--- config.mk ---
export PLATFORM = sky130hd
export DESIGN_NAME = mem_port_arbiter
export DESIGN_NICKNAME = d
export VERILOG_FILES = /design/src/rtl/mem_port_arbiter.sv
export SDC_FILE = /design/constraint.sdc
export NUM_CORES = 1
export LEC_CHECK = 0
export CORE_MARGIN = 8
export CORE_UTILIZATION = 53
export CTS_CLUSTER_SIZE = 25
export DETAILED_ROUTE_END_ITERATION = 7
export DONT_BUFFER_PORTS = 1
export PLACE_DENSITY = 0.68
export SLEW_MARGIN = 20
export SYNTH_ARGS = -nofsm -noshare
export SYNTH_HDL_FRONTEND = slang
export SYNTH_SLANG_ARGS = --single-unit
--- constraint.sdc ---
create_clock -name clk -period 3.5 [get_ports clk]
set_input_delay 0 -clock clk [delete_from_list [all_inputs] [get_ports clk]]
set_output_delay 0 -clock clk [all_outputs]
set_load 0.02 [all_outputs]
--- src/rtl/mem_port_arbiter.sv ---
// mem_port_arbiter: shares one SDRAM controller port between I-cache refill,
// D-cache refill and D-cache victim write-back. Issues one line-aligned burst
// per grant, counts beats, steers read data and pulses a per-owner done.
module mem_port_arbiter #(
  parameter int unsigned ADDR_W    = 24,
  parameter int unsigned DATA_W    = 16,
  parameter int unsigned BURST_LEN = 8,
  localparam int unsigned BW       = $clog2(BURST_LEN)
) (
  input  logic              clk,
  input  logic              rst,
  input  logic              i_req,
  input  logic [ADDR_W-1:0] i_addr,
  input  logic              d_rd_req,
  input  logic [ADDR_W-1:0] d_rd_addr,
  input  logic              d_wb_req,
  input  logic [ADDR_W-1:0] d_wb_addr,
  input  logic [DATA_W-1:0] d_wb_data,
  output logic              d_wb_pop,
  output logic [DATA_W-1:0] fill_data,
  output logic [BW-1:0]     fill_index,
  output logic              i_fill_valid,
  output logic              d_fill_valid,
  output logic              i_done,
  output logic              d_rd_done,
  output logic              d_wb_done,
  output logic              busy,
  output logic              mem_req,
  output logic              mem_we,
  output logic [ADDR_W-1:0] mem_addr,
  input  logic              mem_ack,
  input  logic              mem_rvalid,
  input  logic [DATA_W-1:0] mem_rdata,
  input  logic              mem_wready,
  output logic [DATA_W-1:0] mem_wdata
);

  typedef enum logic [1:0] {StIdle, StCmd, StXfer, StDone} state_e;
  typedef enum logic [1:0] {OwnNone, OwnI, OwnDrd, OwnDwb} owner_e;

  localparam logic [ADDR_W-1:0] LineMask = ~ADDR_W'(BURST_LEN - 1);
  localparam logic [BW-1:0]     LastBeat = BW'(BURST_LEN - 1);

  state_e            state_q, state_d;
  owner_e            owner_q, owner_d;
  logic              lock_q, lock_d;
  logic              fair_q, fair_d;
  logic [BW-1:0]     cnt_q, cnt_d;
  logic [ADDR_W-1:0] addr_q, addr_d;

  owner_e            grant;
  logic [ADDR_W-1:0] grant_addr;
  logic              beat;

  // State and datapath registers; reset aborts any transfer without a done pulse.
  always_ff @(posedge clk or posedge rst) begin
    if (rst) begin
      state_q <= StIdle;
      owner_q <= OwnNone;
      lock_q  <= 1'b0;
      fair_q  <= 1'b0;
      cnt_q   <= '0;
      addr_q  <= '0;
    end else begin
      state_q <= state_d;
      owner_q <= owner_d;
      lock_q  <= lock_d;
      fair_q  <= fair_d;
      cnt_q   <= cnt_d;
      addr_q  <= addr_d;
    end
  end

  // Fixed-order arbitration; lock keeps a write-back and its refill adjacent,
  // fair stops data traffic from starving the I-cache.
  always_comb begin
    grant      = OwnNone;
    grant_addr = '0;
    if (lock_q && d_rd_req) begin
      grant      = OwnDrd;
      grant_addr = d_rd_addr;
    end else if (fair_q && i_req) begin
      grant      = OwnI;
      grant_addr = i_addr;
    end else if (d_wb_req) begin
      grant      = OwnDwb;
      grant_addr = d_wb_addr;
    end else if (d_rd_req) begin
      grant      = OwnDrd;
      grant_addr = d_rd_addr;
    end else if (i_req) begin
      grant      = OwnI;
      grant_addr = i_addr;
    end
  end

  // Next-state logic.
  always_comb begin
    state_d = state_q;
    owner_d = owner_q;
    lock_d  = lock_q;
    fair_d  = fair_q;
    cnt_d   = cnt_q;
    addr_d  = addr_q;
    beat    = (owner_q == OwnDwb) ? mem_wready : mem_rvalid;
    unique case (state_q)
      StIdle: begin
        if (grant != OwnNone) begin
          owner_d = grant;
          addr_d  = grant_addr & LineMask;
          cnt_d   = '0;
          fair_d  = (grant != OwnI);
          if (grant == OwnDrd) lock_d = 1'b0;
          state_d = StCmd;
        end
      end
      StCmd: begin
        if (mem_ack) state_d = StXfer;
      end
      StXfer: begin
        if (beat) begin
          cnt_d = cnt_q + BW'(1);
          if (cnt_q == LastBeat) state_d = StDone;
        end
      end
      StDone: begin
        if (owner_q == OwnDwb) lock_d = 1'b1;
        owner_d = OwnNone;
        state_d = StIdle;
      end
      default: state_d = StIdle;
    endcase
  end

  // Outputs decoded from registered state with zero-latency beat steering.
  always_comb begin
    busy         = (state_q != StIdle);
    mem_req      = (state_q == StCmd);
    mem_we       = (owner_q == OwnDwb);
    mem_addr     = addr_q;
    mem_wdata    = d_wb_data;
    fill_data    = mem_rdata;
    fill_index   = cnt_q;
    i_fill_valid = (state_q == StXfer) && (owner_q == OwnI) && mem_rvalid;
    d_fill_valid = (state_q == StXfer) && (owner_q == OwnDrd) && mem_rvalid;
    d_wb_pop     = (state_q == StXfer) && (owner_q == OwnDwb) && mem_wready;
    i_done       = (state_q == StDone) && (owner_q == OwnI);
    d_rd_done    = (state_q == StDone) && (owner_q == OwnDrd);
    d_wb_done    = (state_q == StDone) && (owner_q == OwnDwb);
  end

endmodule

## Word level (Yosys, flattened, before mapping)

Index checks and enable logic that the tools add are counted.
Widths: inputs -> output; s select.

| storage, ports and cells | value |
|---|---|
| word-level logic and storage cells | 68 |
| output and inout port bits | 68 |
| bits of input ports | 112 |
| bits in registers | 30 |

| operators by class | value |
|---|---|
| reductions and logical operators | 21 |
| $add $sub $neg | 1 |
| muxes and demuxes | 25 |
| eq/ne operators | 15 |

Operator list:

| kind | count |
|---|---|
| $mux 24 | 5 |
| $mux 2 | 9 |
| $logic_and 1x1->1 | 11 |
| $eq 2x2->1 const B | 5 |
| $ne 2x2->1 const B | 5 |
| $pmux 2 s4 | 1 |
| $reduce_and 4->1 | 2 |
| $reduce_bool 2->1 | 4 |
| $mux 3 | 2 |
| $pmux 3 s2 | 1 |
| $mux 1 | 5 |
| $eq 2x1->1 const B | 2 |
| $ne 2x1->1 const B | 2 |
| $pmux 2 s2 | 1 |
| $reduce_and 2->1 | 2 |
| $add 3x1->3 const B | 1 |
| $eq 3x3->1 const B | 1 |
| $reduce_and 3->1 | 1 |
| $logic_not 2->1 | 1 |
| $pmux 1 s2 | 1 |

## Longest topological paths before layout

Gate-level depths: netlist of the first run.

| logic depth | value |
|---|---|
| depth in word-level cells | 9 |
| gate-level depth with buffers | 7 |
| depth with buffers taken out | 6 |

## Worst setup path after synthesis of the first run

Ideal clock, no wire load.

| timing path | value |
|---|---|
| kind | reg-to-reg |
| start point | register state_q[0] |
| end point | register state_q[1] |
| setup time | 0.125 ns |
| cell stages (with the launch flop) | 7 |
| required time | 3.375 ns |
| clock period less this slack | 1.773 ns |
| path buffers | 0 |
| path slack | 1.727 ns |
| arrival | 1.648 ns |
| cell sequence | dfrtp_1 inv_1 ha_1 or4b_4 o221ai_2 a21oi_2 mux2_4 |

| on the way | value |
|---|---|
| longest elaborated chain between the ends | 3 |
| elaborated cells on any way between the ends | 10 |
| those cells by class | 7 x eq/ne; 1 x mux; 2 x reduce/logical |

RTL lines:

| item | RTL line | source |
|---|---|---|
| start: declaration | 44 | `state_e state_q, state_d;` |
| start signal: assignment | 58 | `state_q <= StIdle;` |
| start signal: assignment | 65 | `state_q <= state_d;` |
| $eq 2x2->1, or another cell as far along | 106 | `unique case (state_q)` |
| $ne 2x2->1 (no source line) or $ne 2x1->1 (tied branches) | - |  |
| $reduce_and 4->1 (no source line) | - |  |

Parallel ways exist; a longest one is shown, timed or not.
A chain may end at the register's enable or synchronous reset.

## Worst setup path in the final report of the first run

| timing path | value |
|---|---|
| start point | register state_q[0] |
| end point | register addr_q[3] (netlist: mem_addr[3]) |

| on the way | value |
|---|---|
| longest elaborated chain between the ends | 2 |

RTL lines:

| item | RTL line | source |
|---|---|---|
| $logic_not 2->1 | 106 |  |
| $reduce_and 2->1 (no source line) | - |  |
| end signal: assignment | 70 | `addr_q <= addr_d;` |
| end: declaration | 49 | `logic [ADDR_W-1:0] addr_q, addr_d;` |

No other way between the ends.

==> summary.txt, run 1 <==
Global route
  • Initial antenna violation count: 0
  • GRT Util Overall: 18.5%
  • Largest net degree at the start of global routing: 31
  • Vias in the first global route: 1862
  • Gr ovfl total: 0
  • First-pass GRT wire length: 9250 µm

Placed design
  • Cell area after placement: 1850 µm²
  • Number of port buffers: 0
  • HPWL after detailed placement: between 4000 and 5000 µm
  • Routability cong.: roughly 0.85

Synth
  • Largest area contributor in the netlist: dfrtp_1
  • Cells after Synth: about 240
  • Warnings, synthesis: 0
  • Mux contribution to synthesized area: around 1.2%
  • Post-synthesis cell type count: 35
  • Mapped cell area: approximately 2100 µm²
  • Post-synth ARST share: 100%
  • Top cell type's share of synthesized area: approximately 36%
  • Simple logic cell fraction of the synthesized area: slightly above 10%
  • FF+latch count, synth: 30
  • Post-synthesis adder-cell area fraction: just over 4%
  • Compound-cell area share of the yosys netlist: between 30% and 40%
  • Largest family of logic cells by synthesized area: compound AO/OA/AOI/OAI gates
  • Ys flop type: dfrtp_1
  • XOR/XNOR Fraction of Synth Area: 0%
  • EDFF count, synth: 0
  • Synth Area per Inst: about 8.9 µm²
  • Seq/Total Area, Yosys: a little over a third
  • Most common cell in the netlist: buf_4
  • Most frequent cells after synthesis: buf_4 (35), dfrtp_1 (30), nor2_1 (24)
  • Most area-consuming cells after synthesis: dfrtp_1 (36%), buf_4 (12%), a32o_1 (9.5%)

Clock tree
  • Root Buffer Master: clkbuf_8
  • CTS Buf Count: 5
  • CTS H-tree lvls: 2
  • Clk sinks: 30
  • TritonCTS clock tree: done
  • Reg clk slew, reported paths: 0.06 ns
  • CTS Buffer Depth: 2
  • Skew-Pair Late Insertion Delay: around 0.27 ns

Timing
  • Relative slew slack: a little over a third
  • # setup viols final: 0
  • Final-report max-slew violation count: 0
  • Highest clock rate: between 400 and 500 MHz
  • Tmin final: roughly 2.3 ns
  • Fin crit share: roughly 67%
  • Post-route setup TNS: 0 ns
  • Final hold vios: 0
  • Hold slack: between 0.000007 and 0.000008 ns
  • Final setup skew: between 0.004 and 0.005 ns
  • RSZ-0062 raised after global routing: no
  • Worst slew pin tran: between 0.9 and 1 ns

Power
  • Reg power frac: a little under half
  • Power share of the combinational group: 40.2%
  • Switching share of power: ~47%
  • Clk pwr share: 14.2%
  • Leak Pwr: between 0.9 and 1 nW
  • VDD IR max: between 0.3 and 0.4 mV
  • Sw Pwr: ~860 µW
  • Design Power: around 1.8 mW
  • PwrDens: between 800 and 900 nW/µm²
  • Int Power: approximately 960 µW

Detailed routing
  • Remaining DRCs: 0
  • First DRT Iteration DRCs: roughly 120
  • Final wirelength: about 6000 µm
  • Via count: approximately 1.7k
  • Routed Antenna Nets: 0
  • Wirelength per Cell: about 22 µm
  • DR vias/cell: approximately 6.5
  • DR pass1 iterations: 4

Floorplan
  • Die footprint: 6250 µm²
  • Starting Density: a little over half
  • Row count: 23
  • Core Box Area: roughly 3900 µm²
  • # IOs: between 150 and 200
  • Die Y: just under 80 µm
  • Die width: 79.0 µm

Cells and area
  • Layout cell share with drive strength beyond 1: around 6.4%
  • Layout area overhead: 3.27%
  • Utilization after layout: between 50% and 60%
  • Diode count: 0
  • Final Net Count: ~340
  • Design area: approximately 2200 µm²

Setup path
  • CP peak stage delay: 0.67 ns
  • Critical path launch point type: register
  • Critical path type: reg2reg
  • Buffers & Inverters on Critical Path: 3
  • Setup crit end kind: register
  • Critical-path cell list: inv_1, ha_1, inv_1, nor2_2, buf_4, nor2_1, a21oi_1
  • Crit-path leading delay family: simple AND/OR/NAND/NOR gates
  • CP max-delay cell: nor2_2
  • Max FO, Critical Path: 23
  • WP data arrival: about 2.5 ns
  • Worst path required time: between 3 and 4 ns
  • Worst path most repeated cell: inv_1

Outcome
  • Status: finished clean

Min path
  • Worst min path class: in2out

Flow run
  • Max cap viols: 0
==> cell usage in the layout (no fill, tap or decap), types with 2 or more instances in the layout <==
cell type and instances:
a22oi_1 20, o21ai_0 6, nor2_1 23, ha_1 7
dlygate4sd3_1 25, o211ai_1 2, nor3_1 3, a21boi_0 2
and3_1 4, clkbuf_8 5, nand2_1 11, o22ai_1 2
inv_1 9, a32o_1 20, dfrtp_1 30, clkbuf_1 2
nand3_1 3, conb_1 3, nor3b_1 2, a21oi_1 22
==> layer usage <==
metal  GRT usage [%]  vias up  share of wire, %
li1                -      798                 -
met1            18.7      837                36
met5               0        -                 0
met4            9.07        0               1.7
met3            7.67       24                10
met2            32.0       88                52
==> final timing paths <==
check,from,to,slack (ns),cells past startpoint
min in group asynchronous,rst,mem_addr[18],0.27,2
worst max register to register,state_q[0],mem_addr[3],1.15,7
worst min-delay path,d_wb_data[3],mem_wdata[3],0.000008,0
worst max-delay path,state_q[0],mem_addr[3],1.15,7
max in group asynchronous,rst,mem_addr[23],2.83,2
worst min register to register,state_q[0],state_q[0],0.58,1
==> what timing repair did <==
action / 4_1_cts / 5_1_grt
setup buffers: 0 / 0
resized for setup: 0 / 0
hold endpoints to repair: 53 / 1
hold buffers: 24 / 1
==> metrics by stage <==
stage,instances,worst slack (ns)
final,269,1.15
after global routing,269,0.879
after CTS,268,1.14
after detailed placement,237,1.17
after global placement,237,1.27
after floorplan,239,1.73
==> power groups by stage <==
stage	Combinational (mW)	Sequential, mW	Clock (mW)
floorplan	0.652	0.787	0
global placement	0.659	0.828	0
detailed placement	0.703	0.835	0
CTS	0.729	0.831	0.263
global route	0.829	0.852	0.280
finish	0.730	0.828	0.257
==> cell type report <==
cell class              instances  area [µm²]
multi-input cells             146         990
inverters                      10        37.5
well taps                      50        62.6
repair buffers                 26         258
flip-flops and latches         30         751
fillers                       369        1740
clock buffers                   7        76.3
==> sequential cells by signal (all words and copies together) (netlist names) <==
name        count
state_q         2
fill_index      3
lock_q          1
mem_addr       21
fair_q          1
owner_q         2
==> cell families after synthesis <==
group	count (synthesis)
mux	2
flops	30
other cells	1
simple gates	48
fa+ha+maj	7
buf+inv	63
compound gates	86
No activity file was read; power rests on OpenSTA's default activity.
==> run 2, diff against run 1 <==
==> constraint.sdc (replaced) <==
create_clock -name clk -period 2.25 [get_ports clk]
set_input_delay 0 -clock clk [delete_from_list [all_inputs] [get_ports clk]]
set_output_delay 0 -clock clk [all_outputs]
set_load 0.02 [all_outputs]
==> summary.txt, run 2 (synthesis gave the netlist of run 1 again) <==
Timing
  • # setup viols final: 0 (unchanged)
  • Worst Slack Setup Final: 0.148 ns (-1.00 ns)
  • Final-report max-slew violation count: 0 (unchanged)
  • Final setup skew: 0.00340 ns (-0.000683 ns)
  • Highest clock rate: 476 MHz (+12%)
  • Post-route setup TNS: 0 ns (unchanged)
  • RSZ-0062 raised after global routing: no
  • Fin crit share: 93.4% (+26 points)
  • Relative slew slack: 40.5% (+4.5 points)
  • Tmin final: 2.10 ns (-0.246 ns)
  • Final hold vios: 0 (unchanged)
  • Worst slew pin tran: 0.892 ns (-0.0622 ns)

Outcome
  • Status: finished clean

Clock tree
  • Skew-Pair Late Insertion Delay: 0.28 ns (about the same)
  • Root Buffer Master: clkbuf_8
  • CTS H-tree lvls: 2 (unchanged)
  • Clk sinks: 30 (unchanged)
  • CTS Buffer Depth: 2 (unchanged)
  • Reg clk slew, reported paths: 0.07 ns (about the same)
  • CTS Buf Count: 5 (unchanged)
  • TritonCTS clock tree: done

Detailed routing
  • Remaining DRCs: 0 (unchanged)
  • First DRT Iteration DRCs: 92 (-24%)
  • Wirelength per Cell: 22.5 µm (+0.65%)
  • DR pass1 iterations: 5 (+1)
  • Routed Antenna Nets: 0 (unchanged)
  • Final wirelength: 6220 µm (+3.3%)
  • Via count: 1813 (+3.8%)
  • DR vias/cell: 6.57 (+1.1%)

Power
  • Clk pwr share: 17.1% (+2.9 points)
  • Sw Pwr: 1.38 mW (+61%)
  • Reg power frac: 43.0% (-2.6 points)
  • PwrDens: 1320 nW/µm² (+58%)
  • Int Power: 1.62 mW (+70%)
  • Power share of the combinational group: 39.9% (-0.3 points)
  • VDD IR max: 0.585 mV (+62%)
  • Switching share of power: 46.0% (-1.4 points)
  • Leak Pwr: 0.966 nW (+5.7%)

Setup path
  • RR Startpoint: state_q[0]
  • Setup crit end kind: register
  • WP data arrival: 2.30 ns (-0.24 ns)
  • Max FO, Critical Path: 7 (-70%)
  • CP startpoint: state_q[0]
  • Worst path required time: 2.45 ns (-1.24 ns)
  • Critical R2R Capture: owner_q[1]
  • End of the critical path: owner_q[1]
  • Worst R2R Path Depth: 5 (-2)
  • Critical path type: reg2reg
  • Reg2reg setup slack: 0.15 ns (-1.00 ns)
  • Critical path launch point type: register

Floorplan
  • Starting Density: 53.8% (unchanged)
  • Core Box Area: 3910 µm² (unchanged)
  • # IOs: 180 (unchanged)
  • Die footprint: 6250 µm² (unchanged)
  • Die Y: 79.0 µm (unchanged)
  • Row count: 23 (unchanged)
  • Die width: 79.0 µm (unchanged)

Global route
  • Gr ovfl total: 0 (unchanged)
  • Vias in the first global route: 1921 (+3.2%)
  • Largest net degree at the start of global routing: 44 (+42%)
  • First-pass GRT wire length: 9560 µm (+3.4%)
  • GRT Util Overall: 19.1% (+0.62 points)
  • Initial antenna violation count: 0 (unchanged)

Cells and area
  • Most frequent cells in the layout: dfrtp_1 (30), dlygate4sd3_1 (26), nor2_1 (23), a21oi_1 (22)
  • Final Net Count: 344 (+1.8%)
  • Layout area overhead: 7.84%
  • Fillers: 365 (-1.1%)
  • Design area: 2270 µm² (+4.4%)
  • Diode count: 0 (unchanged)
  • Most common cell after layout, fill and taps aside: dfrtp_1
  • Utilization after layout: 58.0% (+2.5 points)
  • Number of flip-flops in the largest register: 21 (unchanged)
  • Layout cell share with drive strength beyond 1: 9.73% (+3.3 points)

Placed design
  • Cell area after placement: 1900 µm² (+2.7%)
  • Number of port buffers: 0 (unchanged)
  • Routability cong.: 0.863 (+1.9%)
  • HPWL after detailed placement: 4400 µm (+2.9%)
  • Place WS: 0.288 ns (-0.879 ns)

Flow run
  • Max cap viols: 0 (unchanged)

Min path
  • Worst min path class: in2out
[run 2: worst min path at each step]
| stage | slack [ns] | to | start | depth (start not counted) |
|---|---|---|---|---|
| after floorplan | 0.09 | fair_q | rst | 1 |
| after global placement | -0.01 | mem_addr[18] | rst | 2 |
| after detailed placement | 0.0001 | fill_data[14] | mem_rdata[14] | 0 |
| after CTS | 0.0001 | fill_data[14] | mem_rdata[14] | 0 |
| after global routing | 0.00003 | fill_data[1] | mem_rdata[1] | 0 |
| final | 0.000008 | mem_wdata[3] | d_wb_data[3] | 0 |
[run 2: power groups by stage]
stage	Sequential, mW	Combinational, mW	Clock, mW
floorplan	1.22	1.01	0
global placement	1.29	1.07	0
detailed placement	1.30	1.15	0
CTS	1.30	1.19	0.527
global route	1.33	1.33	0.550
finish	1.29	1.20	0.513
[run 2: layout make-up]
class	count	area, µm²	area share (%)
inverters	10	37.5	1.65
flip-flops and latches	30	751	33.1
well taps	50	62.6	2.75
repair buffers	32	318	14.0
clock buffers	8	110	4.85
multi-input cells	146	992	43.7
[run 2: metal layers]
| layer | GRT usage, % | part of all wire, % | vias up |
|---|---|---|---|
| li1 | - | - | 809 |
| met1 | 20.2 | 36 | 863 |
| met2 | 31.1 | 50 | 111 |
| met3 | 8.80 | 11 | 30 |
| met4 | 10.2 | 2.5 | 0 |
| met5 | 0 | 0 | - |
[run 2: worst max-delay path: stages (launching register included)]
cell and delay [ns]:
dfrtp_1 0.42, inv_1 0.13, ha_2 0.26, or4b_4 0.50, dlygate4sd3_1 0.57, o22ai_1 0.14
[run 2: metrics by stage]
step,std cells,hold slack (ns),power [mW]
5_1_grt,276,0.0000325,3.21
4_1_cts,275,0.000137,3.01
2_1_floorplan,239,0.0908,2.24
6_report,276,0.00000780,3.00
3_3_place_gp,242,-0.0149,2.35
3_5_place_dp,242,0.000137,2.45
[run 2: repair_timing]
item                                   4_1_cts  5_1_grt
hold buffers                                25        1
setup endpoints to repair                    0        1
setup buffers                                0        0
endpoints found under the hold margin       54        1
gates resized for setup                      0        1
